## config.mk

```make
export PLATFORM = sky130hd
export DESIGN_NAME = wash_cycle_seq
export DESIGN_NICKNAME = d
export VERILOG_FILES = /design/src/rtl/wash_cycle_seq.sv
export SDC_FILE = /design/constraint.sdc
export NUM_CORES = 1
export LEC_CHECK = 0
export CELL_PAD_IN_SITES_DETAIL_PLACEMENT = 0
export CELL_PAD_IN_SITES_GLOBAL_PLACEMENT = 1
export CORE_ASPECT_RATIO = 0.5
export CORE_MARGIN = 2
export CORE_UTILIZATION = 45
export CTS_BUF_LIST = sky130_fd_sc_hd__clkbuf_4 sky130_fd_sc_hd__clkbuf_8
export DETAILED_ROUTE_END_ITERATION = 16
export PLACE_DENSITY = 0.89
export SLEW_MARGIN = 5
export SYNTH_ARGS = -nofsm -noshare
export SYNTH_HDL_FRONTEND = slang
export SYNTH_SLANG_ARGS = --single-unit
```

## constraint.sdc

```tcl
create_clock -name clk -period 6.3 [get_ports clk]
set_clock_uncertainty 0.2 [all_clocks]
set_input_delay 1.575 -clock clk [delete_from_list [all_inputs] [get_ports clk]]
set_output_delay 1.575 -clock clk [all_outputs]
set_load 0.03 [all_outputs]
```

## src/rtl/wash_cycle_seq.sv

```systemverilog
// Washer program sequencer: fill/agitate/drain/spin steps on a 1 s tick.
// Optional end-of-cycle buzzer is built when WASH_BUZZER_EN is defined.
module wash_cycle_seq #(
  parameter int TICK_DIV = 100000000,
  parameter int FILL_S   = 3,
  parameter int WASH_S   = 12,
  parameter int RINSE_S  = 6,
  parameter int DRAIN_S  = 3,
  parameter int SPIN_S   = 6,
  parameter int BUZZ_S   = 3
) (
  input  logic       clk,
  input  logic       rst,
  input  logic       start,
  input  logic [1:0] mode,
  input  logic       pause,
  input  logic       door_open,
  output logic       valve,
  output logic       pump,
  output logic       motor_fwd,
  output logic       motor_rev,
  output logic [1:0] phase,
  output logic [7:0] rem_s,
  output logic       busy,
  output logic       done,
  output logic       err,
  output logic       buzzer
);
  localparam int PW = (TICK_DIV > 1) ? $clog2(TICK_DIV) : 1;
  localparam logic [PW-1:0] PMAX = PW'(TICK_DIV - 1);

  typedef enum logic [2:0] {
    S_IDLE, S_FILL, S_AGIT, S_DRAIN, S_SPIN, S_DONE
  } state_e;

  state_e        state_q, state_d;
  logic          rinse_q, rinse_d;
  logic [1:0]    mode_q, mode_d;
  logic [PW-1:0] presc_q, presc_d;
  logic [7:0]    cnt_q, cnt_d;
  logic [7:0]    rem_q, rem_d;
  logic [2:0]    agit_q, agit_d;
  logic          valve_d, pump_d, fwd_d, rev_d;
  logic          busy_d, done_d, err_d;
  logic [1:0]    phase_d;
  logic          run, hold, tick;

  function automatic logic [7:0] fill_len(input logic [1:0] m);
    return 8'(FILL_S * int'(m));
  endfunction

  function automatic logic [7:0] prog_len(input logic [1:0] m);
    if (m == 2'd0) return 8'(DRAIN_S + SPIN_S);
    return 8'(2 * FILL_S * int'(m) + WASH_S + RINSE_S
              + 2 * DRAIN_S + SPIN_S);
  endfunction

  assign run  = (state_q == S_FILL) || (state_q == S_AGIT) ||
                (state_q == S_DRAIN) || (state_q == S_SPIN);
  assign hold = run & (pause | door_open);
  assign tick = ~hold & (presc_q == PMAX);
  assign rem_s = rem_q;

  always_ff @(posedge clk or negedge rst) begin
    if (!rst) begin
      state_q   <= S_IDLE;
      rinse_q   <= 1'b0;
      mode_q    <= 2'd0;
      presc_q   <= '0;
      cnt_q     <= 8'd0;
      rem_q     <= 8'd0;
      agit_q    <= 3'd0;
      valve     <= 1'b0;
      pump      <= 1'b0;
      motor_fwd <= 1'b0;
      motor_rev <= 1'b0;
      phase     <= 2'd0;
      busy      <= 1'b0;
      done      <= 1'b0;
      err       <= 1'b0;
    end else begin
      state_q   <= state_d;
      rinse_q   <= rinse_d;
      mode_q    <= mode_d;
      presc_q   <= presc_d;
      cnt_q     <= cnt_d;
      rem_q     <= rem_d;
      agit_q    <= agit_d;
      valve     <= valve_d;
      pump      <= pump_d;
      motor_fwd <= fwd_d;
      motor_rev <= rev_d;
      phase     <= phase_d;
      busy      <= busy_d;
      done      <= done_d;
      err       <= err_d;
    end
  end

  always_comb begin
    state_d = state_q;
    rinse_d = rinse_q;
    mode_d  = mode_q;
    presc_d = presc_q;
    cnt_d   = cnt_q;
    rem_d   = rem_q;
    agit_d  = agit_q;
    if (!hold) presc_d = tick ? '0 : presc_q + 1'b1;
    unique case (state_q)
      S_IDLE, S_DONE: begin
        if (start) begin
          presc_d = '0;
          mode_d  = mode;
          rinse_d = 1'b0;
          rem_d   = prog_len(mode);
          agit_d  = 3'd0;
          if (mode == 2'd0) begin
            state_d = S_DRAIN;
            cnt_d   = 8'(DRAIN_S);
          end else begin
            state_d = S_FILL;
            cnt_d   = fill_len(mode);
          end
        end
      end
      S_FILL, S_AGIT, S_DRAIN, S_SPIN: begin
        if (tick) begin
          rem_d  = (rem_q == 8'd0) ? 8'd0 : rem_q - 8'd1;
          cnt_d  = cnt_q - 8'd1;
          agit_d = (agit_q == 3'd5) ? 3'd0 : agit_q + 3'd1;
          if (cnt_q == 8'd1) begin
            agit_d = 3'd0;
            unique case (state_q)
              S_FILL: begin
                state_d = S_AGIT;
                cnt_d   = rinse_q ? 8'(RINSE_S) : 8'(WASH_S);
              end
              S_AGIT: begin
                state_d = S_DRAIN;
                cnt_d   = 8'(DRAIN_S);
              end
              S_DRAIN: begin
                if (rinse_q || mode_q == 2'd0) begin
                  state_d = S_SPIN;
                  cnt_d   = 8'(SPIN_S);
                end else begin
                  state_d = S_FILL;
                  rinse_d = 1'b1;
                  cnt_d   = fill_len(mode_q);
                end
              end
              default: begin
                state_d = S_DONE;
                cnt_d   = 8'd0;
                rem_d   = 8'd0;
              end
            endcase
          end
        end
      end
      default: state_d = S_IDLE;
    endcase
  end

  // Actuators follow the next state but are masked while held.
  always_comb begin
    valve_d = 1'b0;
    pump_d  = 1'b0;
    fwd_d   = 1'b0;
    rev_d   = 1'b0;
    phase_d = 2'd0;
    busy_d  = (state_d == S_FILL) || (state_d == S_AGIT) ||
              (state_d == S_DRAIN) || (state_d == S_SPIN);
    done_d  = (state_d == S_DONE);
    err_d   = door_open & run;
    unique case (1'b1)
      state_d == S_FILL: begin
        valve_d = ~hold;
        phase_d = rinse_d ? 2'd2 : 2'd1;
      end
      state_d == S_AGIT: begin
        fwd_d   = ~hold & (agit_d < 3'd2);
        rev_d   = ~hold & ((agit_d == 3'd3) || (agit_d == 3'd4));
        phase_d = rinse_d ? 2'd2 : 2'd1;
      end
      state_d == S_DRAIN: begin
        pump_d  = ~hold;
        phase_d = (mode_d == 2'd0) ? 2'd3 : (rinse_d ? 2'd2 : 2'd1);
      end
      state_d == S_SPIN: begin
        fwd_d   = ~hold;
        pump_d  = ~hold;
        phase_d = 2'd3;
      end
      default: ;
    endcase
  end

`ifdef WASH_BUZZER_EN
  logic [7:0] buzz_q, buzz_d;
  logic       buzzer_q;

  always_comb begin
    buzz_d = buzz_q;
    if (state_q == S_SPIN && state_d == S_DONE) begin
      buzz_d = 8'(BUZZ_S);
    end else if (state_q == S_DONE) begin
      if (start) buzz_d = 8'd0;
      else if (tick && buzz_q != 8'd0) buzz_d = buzz_q - 8'd1;
    end
  end

  always_ff @(posedge clk or negedge rst) begin
    if (!rst) begin
      buzz_q   <= 8'd0;
      buzzer_q <= 1'b0;
    end else begin
      buzz_q   <= buzz_d;
      buzzer_q <= (state_d == S_DONE) && (buzz_d != 8'd0);
    end
  end

  assign buzzer = buzzer_q;
`else
  assign buzzer = 1'b0;
`endif

endmodule

```

Word-level counts from Yosys, hierarchy flattened
Cells that the tools add are included.
- register bits after elaboration: 61
- input bits: 7
- $add $sub $neg: 8
- multiply operators: 3
- magnitude comparators: 1
- eq/ne operators: 17
- muxes and demuxes: 50
- bitwise operators: 7
- reduce and logical (&&, ||, !) cells: 20
- operators with widths (kind ; number):
    $mux W27 ; 4
    $mux W8 ; 10
    $pmux W8 S2 ; 2
    $add A27 B1 Y27 const B ; 1
    $eq A27 B27 Y1 const B ; 1
    $mux W3 ; 8
    $eq A3 B3 Y1 const B ; 6
    $sub A8 B1 Y8 const B ; 2
    $eq A3 B2 Y1 const B ; 5
    $mul A2 B2 Y4 const A ; 3
    $mux W4 ; 3
    $pmux W3 S2 ; 2
    $pmux W4 S3 ; 1
    $mux W1 ; 11
    $mux W2 ; 5
    $pmux W3 S3 ; 1
    $add A7 B3 Y8 const B ; 1
    $add A8 B3 Y8 const B ; 1
    $eq A8 B1 Y1 const B ; 1
    $logic_not A8 Y1 ; 1
    $logic_or A1 B1 Y1 ; 8
    $add A6 B3 Y7 const B ; 1
    $add A5 B4 Y6 const B ; 1
    $eq A3 B1 Y1 const B ; 2
    other kinds (15) ; 25

Depth between registers and ports, before layout
- depth after elaboration: 13
- depth in mapped cells: 10
- mapped depth without buffers: 9

Worst setup path before layout
No wires, ideal clock.
- path type: input -> register
- from: input port door_open
- to: register phase[1]
- library setup time: 0.143 ns
- arrival: 3.379 ns
- path slack: 2.578 ns
- cell stages on the path: 8
- path buffers: 1
- cells stage by stage: or2_0 a311o_1 buf_6 or4_1 o21a_2 clkinv_2 o221a_1 o221ai_1
- cells in the longest elaborated chain, start to end: 9
- elaborated cells on any way between the ends: 16
- RTL lines (item ; RTL line ; RTL):
    start, declared ; 17 ; input logic door_open,
    $or A1 B1 Y1 * ; 60 ; assign hold = run & (pause | door_open);
    $and A1 B1 Y1 * ; 60 ;
    $not A1 Y1 * ; 61 ; assign tick = ~hold & (presc_q == PMAX);
    $and A1 B1 Y1 * ; 61 ;
    $mux W3 * ; 127 ; if (tick) begin
    $pmux W3 S2 * ; 109 ; unique case (state_q)
    named net state_d[2] ; 36 ; state_e state_q, state_d;
    $eq A3 B1 Y1 or $eq A3 B2 Y1 (tied branches) ; 177, 181 ;
    $reduce_or A2 Y1 (no line) ; -- ;
    $pmux W2 S3 * ; 176 ; unique case (1'b1)
    named net phase_d[1] ; 45 ; logic [1:0] phase_d;
    end signal, assigned ; 93 ; phase <= phase_d;
    end, declared ; 22 ; output logic [1:0] phase,
Mark *: on every way through the listed nets, which the timed path passes. The rest lies on a longest branch.
A chain may end at the register's enable or synchronous reset.

Worst setup path after layout
- from: input port door_open
- to: register agit_q[0]
- cells in the longest elaborated chain, start to end: 6
- RTL lines (item ; RTL line ; RTL):
    $or A1 B1 Y1 ; 60 ;
    $and A1 B1 Y1 ; 60 ;
    $not A1 Y1 ; 61 ;
    $and A1 B1 Y1 ; 61 ;
    $mux W3 ; 127 ;
    $pmux W3 S2 ; 109 ;
    named net agit_d[0] ; 42 ; logic [2:0] agit_q, agit_d;
    end signal, assigned ; 88 ; agit_q <= agit_d;
    end, declared ; 42 ;
The timed path passes the listed nets, and every way through them passes these cells.

==> summary.md <==
| Metric | Value |
|---|---|
| Mapped cell area | 3600 um2 |
| Clk root buf | clkbuf_8 |
| Max-slew violations | 0 |
| Rows | 22 |
| H-tree Lvls | 3 |
| Flops & latches, synth | 61 |
| Vias per cell | 5.51 |
| Maximum VDD drop | 0.000121 V |
| DP Wirelength | 5.73 mm |
| Unrepaired setup endpoints after global routing | no |
| Hold Path Class | flop to flop |
| Antenna diodes | 0 |
| Initial antenna violation count | 0 |
| Crit start category | input port |
| CTS buffer count | 9 |
| Slowest stage delay, CP | 0.53 ns |
| Crit Path Class | input port to flop |
| Post-CTS resize count | 0 |
| Max_cap viols | 0 |
| GPL Wtd Cong | 0.860 |
| Worst flop-to-flop path startpoint | state_q[0] |
| Least-Margin Pin Slew | 0.788 ns |
| Area Overhead vs Synth | 14.8% |
| Clock Tree Buf Depth | 2 |
| Post-synth cell types | 69 |
| Port bufs | 23 |
| Most common cell after layout, fill and taps aside | nor2_1 |
| Die area | 8780 um2 |
| Die width | 131 um |
| DRT iter0 DRCs | 291 |
| Fin area | 4130 um2 |
| GRT Residual Overflow | 0 |
| Nature of the critical path endpoint | flop |
| Worst Path Arrival | 4.22 ns |
| # IOs | 25 |
| Max Fclk | 239 MHz |
| Util after Layout | 54.8% |
| Leakage | 1.69 nW |
| Hold Vio Cnt, Final | 0 |
| Number of flops mapped to enable cells by yosys | 0 |
| Gate Count Post-Synth | 410 |
| Core ar. | 7540 um2 |
| Vias in the first global route | 2768 |
| Die boundary height | 67.3 um |
| Routed wire length per instance | 15.0 um |
| Layout cells sized above 1 | 9.22% |
| Final Total Pwr | 0.00145 W |
| Status | finished clean |
| Post-synth top flop | dfrtp_1 |
| Final WL | 8.11 mm |
| CP startpoint | door_open |
| DRC viols | 0 |
| Buffer and inverter count on the worst path | 1 |
| Placed cell area | 3890 um2 |
| Slew HR | 47.4% |
| CP top delay family | compound AO/OA/AOI/OAI gates |
| Final setup fails | 0 |
| Tmin final | 4.19 ns |
| Cts hold-fix bufs | 0 |
| Top post-synthesis cells by area | dfrtp_1 (42%), nor2_1 (6.6%), nand2_1 (3.8%) |
| Yosys top cell by area | dfrtp_1 |
| Drt pass-1 iters | 5 |
| Post-route ant nets | 0 |
| Most used cells in the layout excluding fill and tap cells | nor2_1 (63), dfrtp_1 (61), nand2_1 (36) |
| Starting Density | 47.8% |
| # nets final | 444 |
| Post-synthesis sequential area ratio | 42.4% |
| Yosys top cell area share | 42.4% |
| Max FO, Critical Path | 24 |
| Clk Latency, worst-skew pair | 0.35 ns |
| Syn Nets | 425 |
| Clk slew on worst S/H paths | 0.07 ns |
| TritonCTS clock tree | done |
| Setup ws final | 2.11 ns |
| Asr flop ratio synth | 100% |
| WP data required | 6.33 ns |
| Ordered cell list for the critical path | clkdlybuf4s50_1 -> or2_0 -> a311o_1 -> o31ai_4 -> nand2_1 -> mux2_2 |
| Vias | 2987 |
| Power Density | 351 nW/um2 |
| Period utilization | 66.5% |
| Pre-CTS WS | 1.73 ns |
| Largest net degree at the start of global routing | 62 |
| Synth Area per Inst | 8.79 um2 |
| Setup TNS | 0 ns |
| CTS Sinks | 61 |
| Synth Warn # | 0 |
| First-pass GRT wire length | 14.1 mm |
| Hold path start | rem_s[3] |
| Total track usage | 21.0% |
| Critical-path cell with the highest stage delay | a311o_1 |
| Post-CTS Setup Inserts | 0 |
| Final-layout fill cell count | 712 |
-- registers in the layout, indices dropped and copies added (netlist names), 2 cells and up --
signal and cells:
presc_q 27, rem_s 8, mode_q 2, agit_q 3, state_q 3, cnt_q 8
phase 2
-- worst min-delay path: cells and delay by family (launching register included) --
kind | cells | cell delay [ns]
DFF | 1 | 0.38
AOI/OAI and AO/OA | 2 | 0.13
-- layout make-up --
class | instances | area, um2 | share of cell area (%)
clock buffers | 10 | 131 | 3.18
flip-flops and latches | 61 | 1530 | 36.9
multi-input cells | 308 | 1890 | 45.6
inverters | 22 | 88.8 | 2.15
clock inverters | 6 | 111 | 2.69
well taps | 108 | 135 | 3.27
repair buffers | 27 | 255 | 6.17
-- through the flow --
step	instances	hold WS (ns)
4_1_cts	542	0.349
2_1_floorplan	410	0.295
3_3_place_gp	526	0.325
5_1_grt	542	0.391
3_5_place_dp	526	0.333
6_report	542	0.352
-- worst paths after layout --
path,endpoint,slack [ns],cells past startpoint
worst max-delay path,agit_q[0],2.11,6
worst min-delay path,rem_s[3],0.35,2
worst max register to register,agit_q[0],3.02,5
worst min register to register,rem_s[3],0.35,2
max in group asynchronous,cnt_q[6],4.19,2
min in group asynchronous,presc_q[23],1.16,2
-- cell usage after synthesis, drive strengths merged (3+ instances only) --
master	number
nand4	12
o31ai	3
o221ai	3
nor2	63
nand3	14
and4	3
clkbuf	10
or2	5
dfrtp	61
a21oi	12
o21a	4
xor2	15
nor3	13
inv	20
nand2	36
and2	3
nor4	9
or3	6
xnor2	13
mux2i	3
nor4bb	3
and3	4
ha	8
nor4b	3
o21ai	33
a31oi	5
buf	9
-- layer usage --
layer  part of all wire [%]  vias to the layer above  routed length, um  GRT usage (%)
met1                     50                     1422               4040           30.8
met2                     43                       73               3490           30.1
li1                       -                     1483                  -              -
met4                    1.3                        0                106           6.78
met5                      0                        -                  0              0
met3                    5.8                        9                473           5.63
-- power by group --
part / total, W / switching (W) / leakage [nW] / internal, W
Combinational: 0.000465 / 0.000265 / 0.772 / 0.000200
Sequential: 0.000559 / 0.0000940 / 0.800 / 0.000465
Clock: 0.000427 / 0.000160 / 0.120 / 0.000267
-- cell families (layout without fill, tap and decap cells) --
group / Yosys count / in the layout / share of synthesized area [%]
simple gates: 187 / 187 / 26.4
compound gates: 79 / 79 / 14.8
flops: 61 / 61 / 42.4
buf+inv: 41 / 65 / 5.28
xor+xnor: 28 / 28 / 6.81
fa+ha+maj: 8 / 8 / 2.78
mux: 5 / 5 / 1.46
other cells: 1 / 1 / 0.104
(Power assumes the default switching activity.)
